==> src/rtl/drive_pkg.sv <==
// -----------------------------------------------------------------------------
// drive_pkg
// Shared constants for the drive chain (gain stage and downstream clamp stage).
//   SAMPLE_W           : width of signed fixed-point audio/drive samples
//   DEF_BITS_PER_LEVEL : default number of fraction bits in samples and gains
//   DEF_GAIN_W         : default unsigned gain width
//   ONE                : unity level for the default fraction width
//   CLIP_W             : width of the saturating clip counter
// -----------------------------------------------------------------------------
package drive_pkg;

    localparam int SAMPLE_W           = 32;
    localparam int DEF_BITS_PER_LEVEL = 12;
    localparam int DEF_GAIN_W         = 16;
    localparam int ONE                = 1 << DEF_BITS_PER_LEVEL;
    localparam int CLIP_W             = 16;

endpackage : drive_pkg

==> src/rtl/gain_ramp.sv <==
// -----------------------------------------------------------------------------
// gain_ramp
// Slew-limited gain register. On every enabled step the current gain moves
// toward the target by at most RAMP_STEP and never overshoots it.
//   clk     : rising-edge clock
//   rst     : synchronous active-high reset, current gain returns to 0
//   step_en : advance the ramp by one step this cycle
//   target  : requested gain
//   current : present gain (value before this cycle's step)
//   ramping : high while current differs from target
// -----------------------------------------------------------------------------
module gain_ramp
    import drive_pkg::*;
#(
    parameter int GAIN_W    = DEF_GAIN_W,
    parameter int RAMP_STEP = 16
) (
    input  logic              clk,
    input  logic              rst,
    input  logic              step_en,
    input  logic [GAIN_W-1:0] target,
    output logic [GAIN_W-1:0] current,
    output logic              ramping
);

    localparam logic [GAIN_W-1:0] STEP = GAIN_W'(RAMP_STEP);

    logic [GAIN_W-1:0] current_r;
    logic [GAIN_W-1:0] next_s;
    logic [GAIN_W-1:0] up_gap_s;
    logic [GAIN_W-1:0] down_gap_s;

    // Next gain: one bounded step toward target, snapping onto it when close.
    always_comb begin
        next_s     = current_r;
        up_gap_s   = target - current_r;
        down_gap_s = current_r - target;
        if (target > current_r) begin
            if (up_gap_s > STEP) begin
                next_s = current_r + STEP;
            end else begin
                next_s = target;
            end
        end else if (target < current_r) begin
            if (down_gap_s > STEP) begin
                next_s = current_r - STEP;
            end else begin
                next_s = target;
            end
        end else begin
            next_s = current_r;
        end
    end

    // Gain register: starts muted after reset, moves only on enabled steps.
    always_ff @(posedge clk) begin
        if (rst) begin
            current_r <= {GAIN_W{1'b0}};
        end else if (step_en) begin
            current_r <= next_s;
        end
    end

    assign current = current_r;
    assign ramping = (current_r != target);

endmodule : gain_ramp

==> src/rtl/drive_gain_stage.sv <==
// -----------------------------------------------------------------------------
// drive_gain_stage
// Two-stage valid/ready gain pipeline. Stage 1 multiplies the accepted sample
// by the ramped gain (or unity in bypass); stage 2 rescales by the fraction
// bits with floor rounding and saturates to +/-SAT_LIMIT.
//   clk, rst     : rising-edge clock, synchronous active-high reset
//   in_sample    : signed fixed-point input sample
//   in_valid     : in_sample valid
//   in_ready     : stage accepts a sample this cycle
//   gain_target  : requested gain (unity = 1 << BITS_PER_LEVEL)
//   bypass       : use unity gain for the sample being accepted
//   out_sample   : scaled, saturated sample
//   out_valid    : out_sample valid
//   out_ready    : downstream accepts out_sample
//   gain_current : gain the next accepted sample uses
//   ramping      : gain_current has not yet reached gain_target
//   clip_count   : saturating count of clipped output samples
// -----------------------------------------------------------------------------
module drive_gain_stage
    import drive_pkg::*;
#(
    parameter int BITS_PER_LEVEL = DEF_BITS_PER_LEVEL,
    parameter int GAIN_W         = DEF_GAIN_W,
    parameter int RAMP_STEP      = 16,
    parameter int SAT_LIMIT      = 65536
) (
    input  logic                       clk,
    input  logic                       rst,
    input  logic signed [SAMPLE_W-1:0] in_sample,
    input  logic                       in_valid,
    output logic                       in_ready,
    input  logic        [GAIN_W-1:0]   gain_target,
    input  logic                       bypass,
    output logic signed [SAMPLE_W-1:0] out_sample,
    output logic                       out_valid,
    input  logic                       out_ready,
    output logic        [GAIN_W-1:0]   gain_current,
    output logic                       ramping,
    output logic        [CLIP_W-1:0]   clip_count
);

    localparam int                        PROD_W    = SAMPLE_W + GAIN_W + 1;
    localparam logic        [GAIN_W:0]    UNITY     = {{GAIN_W{1'b0}}, 1'b1} << BITS_PER_LEVEL;
    localparam logic signed [PROD_W-1:0]  SAT_POS   = PROD_W'(SAT_LIMIT);
    localparam logic signed [PROD_W-1:0]  SAT_NEG   = -SAT_POS;
    localparam logic        [CLIP_W-1:0]  CLIP_MAX  = {CLIP_W{1'b1}};

    logic                       adv_s;
    logic                       accept_s;
    logic        [GAIN_W-1:0]   gain_cur_s;
    logic        [GAIN_W:0]     gain_sel_s;
    logic signed [PROD_W-1:0]   sample_ext_s;
    logic signed [PROD_W-1:0]   gain_ext_s;
    logic signed [PROD_W-1:0]   prod_s;
    logic signed [PROD_W-1:0]   shifted_s;
    logic signed [SAMPLE_W-1:0] sat_s;
    logic                       clip_s;

    logic                       s1_valid_r;
    logic signed [PROD_W-1:0]   s1_prod_r;
    logic                       out_valid_r;
    logic signed [SAMPLE_W-1:0] out_sample_r;
    logic        [CLIP_W-1:0]   clip_count_r;

    // The whole pipeline moves together; it only holds while the output is blocked.
    assign adv_s    = !out_valid_r || out_ready;
    assign accept_s = in_valid && adv_s;
    assign in_ready = adv_s;

    gain_ramp #(
        .GAIN_W    (GAIN_W),
        .RAMP_STEP (RAMP_STEP)
    ) u_gain_ramp (
        .clk     (clk),
        .rst     (rst),
        .step_en (accept_s),
        .target  (gain_target),
        .current (gain_cur_s),
        .ramping (ramping)
    );

    // Gain selection and full-precision signed product; the gain is zero-extended
    // so large unsigned gains are never read as negative.
    always_comb begin
        if (bypass) begin
            gain_sel_s = UNITY;
        end else begin
            gain_sel_s = {1'b0, gain_cur_s};
        end
        sample_ext_s = {{(PROD_W-SAMPLE_W){in_sample[SAMPLE_W-1]}}, in_sample};
        gain_ext_s   = {{(PROD_W-GAIN_W-1){1'b0}}, gain_sel_s};
        prod_s       = sample_ext_s * gain_ext_s;
    end

    // Rescale (arithmetic shift gives floor rounding) and saturate.
    always_comb begin
        shifted_s = s1_prod_r >>> BITS_PER_LEVEL;
        if (shifted_s > SAT_POS) begin
            sat_s  = SAT_POS[SAMPLE_W-1:0];
            clip_s = 1'b1;
        end else if (shifted_s < SAT_NEG) begin
            sat_s  = SAT_NEG[SAMPLE_W-1:0];
            clip_s = 1'b1;
        end else begin
            sat_s  = shifted_s[SAMPLE_W-1:0];
            clip_s = 1'b0;
        end
    end

    // Stage 1: capture the product of the accepted sample.
    always_ff @(posedge clk) begin
        if (rst) begin
            s1_valid_r <= 1'b0;
            s1_prod_r  <= {PROD_W{1'b0}};
        end else if (adv_s) begin
            s1_valid_r <= accept_s;
            if (accept_s) begin
                s1_prod_r <= prod_s;
            end
        end
    end

    // Stage 2: registered saturated output; held while downstream stalls.
    always_ff @(posedge clk) begin
        if (rst) begin
            out_valid_r  <= 1'b0;
            out_sample_r <= {SAMPLE_W{1'b0}};
        end else if (adv_s) begin
            out_valid_r <= s1_valid_r;
            if (s1_valid_r) begin
                out_sample_r <= sat_s;
            end
        end
    end

    // Clip counter: counts saturated samples entering stage 2, sticks at full scale.
    always_ff @(posedge clk) begin
        if (rst) begin
            clip_count_r <= {CLIP_W{1'b0}};
        end else if (adv_s && s1_valid_r && clip_s && (clip_count_r != CLIP_MAX)) begin
            clip_count_r <= clip_count_r + {{(CLIP_W-1){1'b0}}, 1'b1};
        end
    end

    assign out_valid    = out_valid_r;
    assign out_sample   = out_sample_r;
    assign gain_current = gain_cur_s;
    assign clip_count   = clip_count_r;

endmodule : drive_gain_stage
==> config.mk <==
export PLATFORM = sky130hd
export DESIGN_NAME = drive_gain_stage
export DESIGN_NICKNAME = d
export VERILOG_FILES = /design/src/rtl/drive_pkg.sv /design/src/rtl/gain_ramp.sv /design/src/rtl/drive_gain_stage.sv
export SDC_FILE = /design/constraint.sdc
export NUM_CORES = 2
export LEC_CHECK = 0
export ABC_AREA = 1
export ABC_CLOCK_PERIOD_IN_PS = 6890
export BUFFER_PORTS_ARGS = -buffer_cell sky130_fd_sc_hd__buf_2
export CELL_PAD_IN_SITES_DETAIL_PLACEMENT = 0
export CELL_PAD_IN_SITES_GLOBAL_PLACEMENT = 1
export CORE_MARGIN = 2
export CORE_UTILIZATION = 48
export CTS_CLUSTER_SIZE = 25
export DETAILED_ROUTE_END_ITERATION = 6
export PLACE_DENSITY = 0.94
export SLEW_MARGIN = 15
export SYNTH_ARGS = -nofsm -noshare
export SYNTH_HDL_FRONTEND = slang
export SYNTH_SLANG_ARGS = --single-unit
==> constraint.sdc <==
create_clock -name clk -period 6.89 [get_ports clk]
set_input_delay 0.3445 -clock clk [delete_from_list [all_inputs] [get_ports clk]]
set_output_delay 0.3445 -clock clk [all_outputs]
set_load 0.01 [all_outputs]
==> flow_metrics.py <==
metrics = {
    "floorplanning": {
        "core_area_um2": 51600,
        "die_w_um": 233,
        "start_util": 0.488,
        "dieHeight_um": 233,
        "io_pins": 120,
        "core.rowCount": 83,
        "dieArea_um2": 54300,
    },
    "logic_synthesis": {
        "netlist_area_um2": 25200,
        "ys_types": 48,
        "synth_compound_area_frac": 0.0591,
        "synthMuxAreaShare": 0,
        "ys_warn_count": 0,
        "synth-adder-area-share": 0.462,
        "synth_ff_type": "dfxtp_1",
        "yosysSeqAreaShare": 0.0819,
        "synth-xor-area-share": 0.0171,
        "avgSynthCellArea_um2": 7.26,
        "ys_ff_latch": 103,
        "synth_async_sr_flop_share": 0,
        "netlist_instances": 3465,
        "synth_top_family_by_area": "adder cells",
        "synth_fp_nets": 4155,
        "synth_simple_gate_area_frac": 0.227,
        "synth_enable_flop_cells": 0,
    },
    "route": {
        "drtAntennaViolNets": 0,
        "drc": 0,
        "wl_met2_um": 34700,
        "drt-met1-wl_um": 29500,
        "dr.pass1.iters": 6,
        "top_layer": "met4",
        "wl_per_cell_um": 17.3,
        "wl_met3_um": 5830,
        "vias": 22000,
        "drtIter0Drc": 1559,
        "drt_wl_total_um": 73200,
        "viasPerCell": 5.20,
    },
    "setup_path": {
        "timing.critical_path.buf_inv": 8,
        "crit_path_max_fanout": 20,
        "crit_path_start_kind": "flop",
        "slowest_delay_ns": 0.59,
        "critPathKind": "reg -> reg",
        "cp.arrival_ns": 6.88,
        "cp_slowest_cell": "fa_1",
        "crit_family": "adder cells",
        "end_kind": "flop",
        "crit_top_cell": "inv_1",
        "critPathRequiredTime_ns": 7.16,
    },
    "sta": {
        "skew_ns": 0.0106,
        "drv_slew": 0,
        "worst_slack_ns": 0.275,
        "layout_min_cycle_time_ns": 6.61,
        "hold_viol": 0,
        "max_freq_ghz": 0.151,
        "period_share": 0.960,
        "slew_headroom": 0.204,
        "worst_slew_pin_slew_ns": 1.19,
        "setup_violations": 0,
    },
    "clock_tree": {
        "clockBufferDepth": 2,
        "clk_latency_ns": 0.37,
        "cts_tree": "built",
        "htreeDepth": 3,
        "cts_buffers": 9,
        "cts.sink_count": 103,
        "postCtsSetupBuffers": 0,
        "clk_pin_slew_ns": 0.08,
        "hold_buffers": 0,
        "root_buffer": "clkbuf_16",
    },
    "grt": {
        "grt_max_degree": 76,
        "grt_pass1_vias": 23000,
        "grt_usage": 0.284,
        "overflow": 0,
        "grt_pass1_wl_um": 120000,
        "antenna_found_initial": 0,
    },
    "final_layout": {
        "drive_gt1_frac": 0.0735,
        "antenna_cells": 0,
        "fin_area_um2": 27100,
        "nets": 4238,
        "fillers": 5074,
        "multi_input_area_um2": 19300,
        "seqCellArea_um2": 2060,
        "syn_to_final_growth_pct": 7.71,
    },
    "placement": {
        "io_buffers": 119,
        "globalplace.congestion": 0.970,
        "hpwl_um": 60900,
        "place_area_um2": 26800,
        "dpl_worst_slack_ns": 0.147,
    },
    "hold_path": {
        "hp-class": "in -> reg",
    },
    "pwr": {
        "p_leak_nw": 14.3,
        "irDropWorstVdd_v": 0.000154,
        "power.density_nw_per_um2": 236,
    },
    "outcome": {
        "outcome": "finished clean",
    },
    "job": {
        "maxCapViolations": 0,
    },
}
worst paths after layout:
| kind | startpoint | to | slack [ns] | cells past startpoint |
|---|---|---|---|---|
| setup / recovery | u_gain_ramp.current[5]$_SDFFE_PP0P_ | s1_prod_r[37]$_SDFFE_PP0P_ | 0.28 | 27 |
| hold / removal | gain_target[3] | u_gain_ramp.current[3]$_SDFFE_PP0P_ | 0.23 | 3 |
| setup reg to reg | u_gain_ramp.current[5]$_SDFFE_PP0P_ | s1_prod_r[37]$_SDFFE_PP0P_ | 0.28 | 27 |
| hold reg to reg | out_sample[25]$_SDFFE_PP0P_ | out_sample[25]$_SDFFE_PP0P_ | 0.46 | 2 |
report_power, final:
| part | total [mW] | internal, mW | switching [mW] | leakage, nW |
|---|---|---|---|---|
| clock network | 0.546 | 0.262 | 0.284 | 0.146 |
| logic | 5.07 | 1.77 | 3.30 | 13.3 |
| registers | 0.791 | 0.710 | 0.0806 | 0.845 |
repair_timing:
item / 4_1_cts / 5_1_grt
setup endpoints to repair: 0 / 10
hold endpoints to repair: 0 / 0
gates resized for setup: 0 / 9
layout make-up:
class	count	share of cell area
well taps	680	0.0314
flip-flops and latches	103	0.0761
repair buffers	178	0.0429
inverters	905	0.125
clock buffers	9	0.00831
multi-input cells	2351	0.713
clock inverters	7	0.00295
sequential cells by signal, indices dropped and copies added, names as in the netlist:
signal / count
u_gain_ramp.current: 16
clip_count: 16
out_sample: 32
s1_valid_r: 1
out_valid: 1
s1_prod_r: 37
metrics by stage:
step           hold slack [ns]  TNS [ns]  utilization  power [mW]  cells
6_report                 0.234         0        0.525        6.40   4233
4_1_cts                  0.224         0        0.524        6.39   4233
3_5_place_dp             0.451         0        0.518        5.81   4217
2_1_floorplan            0.443         0            -        4.27   3465
3_3_place_gp             0.446         0        0.518        5.76   4217
5_1_grt                  0.242  -0.00227        0.525        7.13   4233
layout by cell type (no fill, tap or decap), drive strengths merged:
cell type	count
nand2	725
clkinvlp	1
clkinv	16
inv	895
buf	178
a31o	1
a31oi	4
a21boi	5
o31a	1
ha	149
clkbuf	9
o221ai	2
o21a	4
and3	3
nand4	27
nand3b	3
o31ai	1
and2	2
o311ai	1
o21bai	7
a21oi	152
xor2	38
fa	488
a211oi	3
nor4	17
dfxtp	103
xnor2	11
nor2	436
nor3	32
nand3	143
o211ai	3
a21o	5
a221oi	1
o21ai	87
cell usage after synthesis (3+ instances only):
master	count	area share
a211oi_1	3	0.00089
a21boi_0	5	0.0015
a21o_1	5	0.0015
a21oi_1	151	0.030
a31oi_1	4	0.00099
and3_1	3	0.00075
buf_1	13	0.0019
buf_2	6	0.0012
clkbuf_1	83	0.012
clkinv_1	15	0.0022
dfxtp_1	103	0.082
fa_1	488	0.39
ha_1	149	0.074
inv_1	877	0.13
inv_2	12	0.0018
nand2_1	715	0.11
nand2_2	8	0.0020
nand3_1	138	0.027
nand3_2	4	0.0016
nand3b_1	3	0.00089
nand4_1	27	0.0067
nor2_1	414	0.062
nor2_2	18	0.0045
nor2_4	3	0.0013
nor3_1	30	0.0060
nor4_1	17	0.0042
o211ai_1	3	0.00089
o21a_1	4	0.0012
o21ai_0	86	0.017
o21bai_1	7	0.0021
xnor2_1	11	0.0038
xor2_1	38	0.013
metal layers:
layer | track usage | up-vias
met4 | 0.110 | 0
met3 | 0.0558 | 170
li1 | - | 10300
met5 | 0 | -
met2 | 0.480 | 833
met1 | 0.358 | 10700
logic make-up after synthesis:
family | after synthesis
adder cells (fa/ha/maj) | 637
AO/OA/AOI/OAI | 277
flip-flops | 103
XOR/XNOR | 49
buffers and inverters | 1011
AND/OR/NAND/NOR | 1388
worst min-delay path, cell delays in order:
cell and delay, ns:
buf_2 0.10, nor2_1 0.04, nor2_1 0.08
No activity file was read; power rests on OpenSTA's default activity.
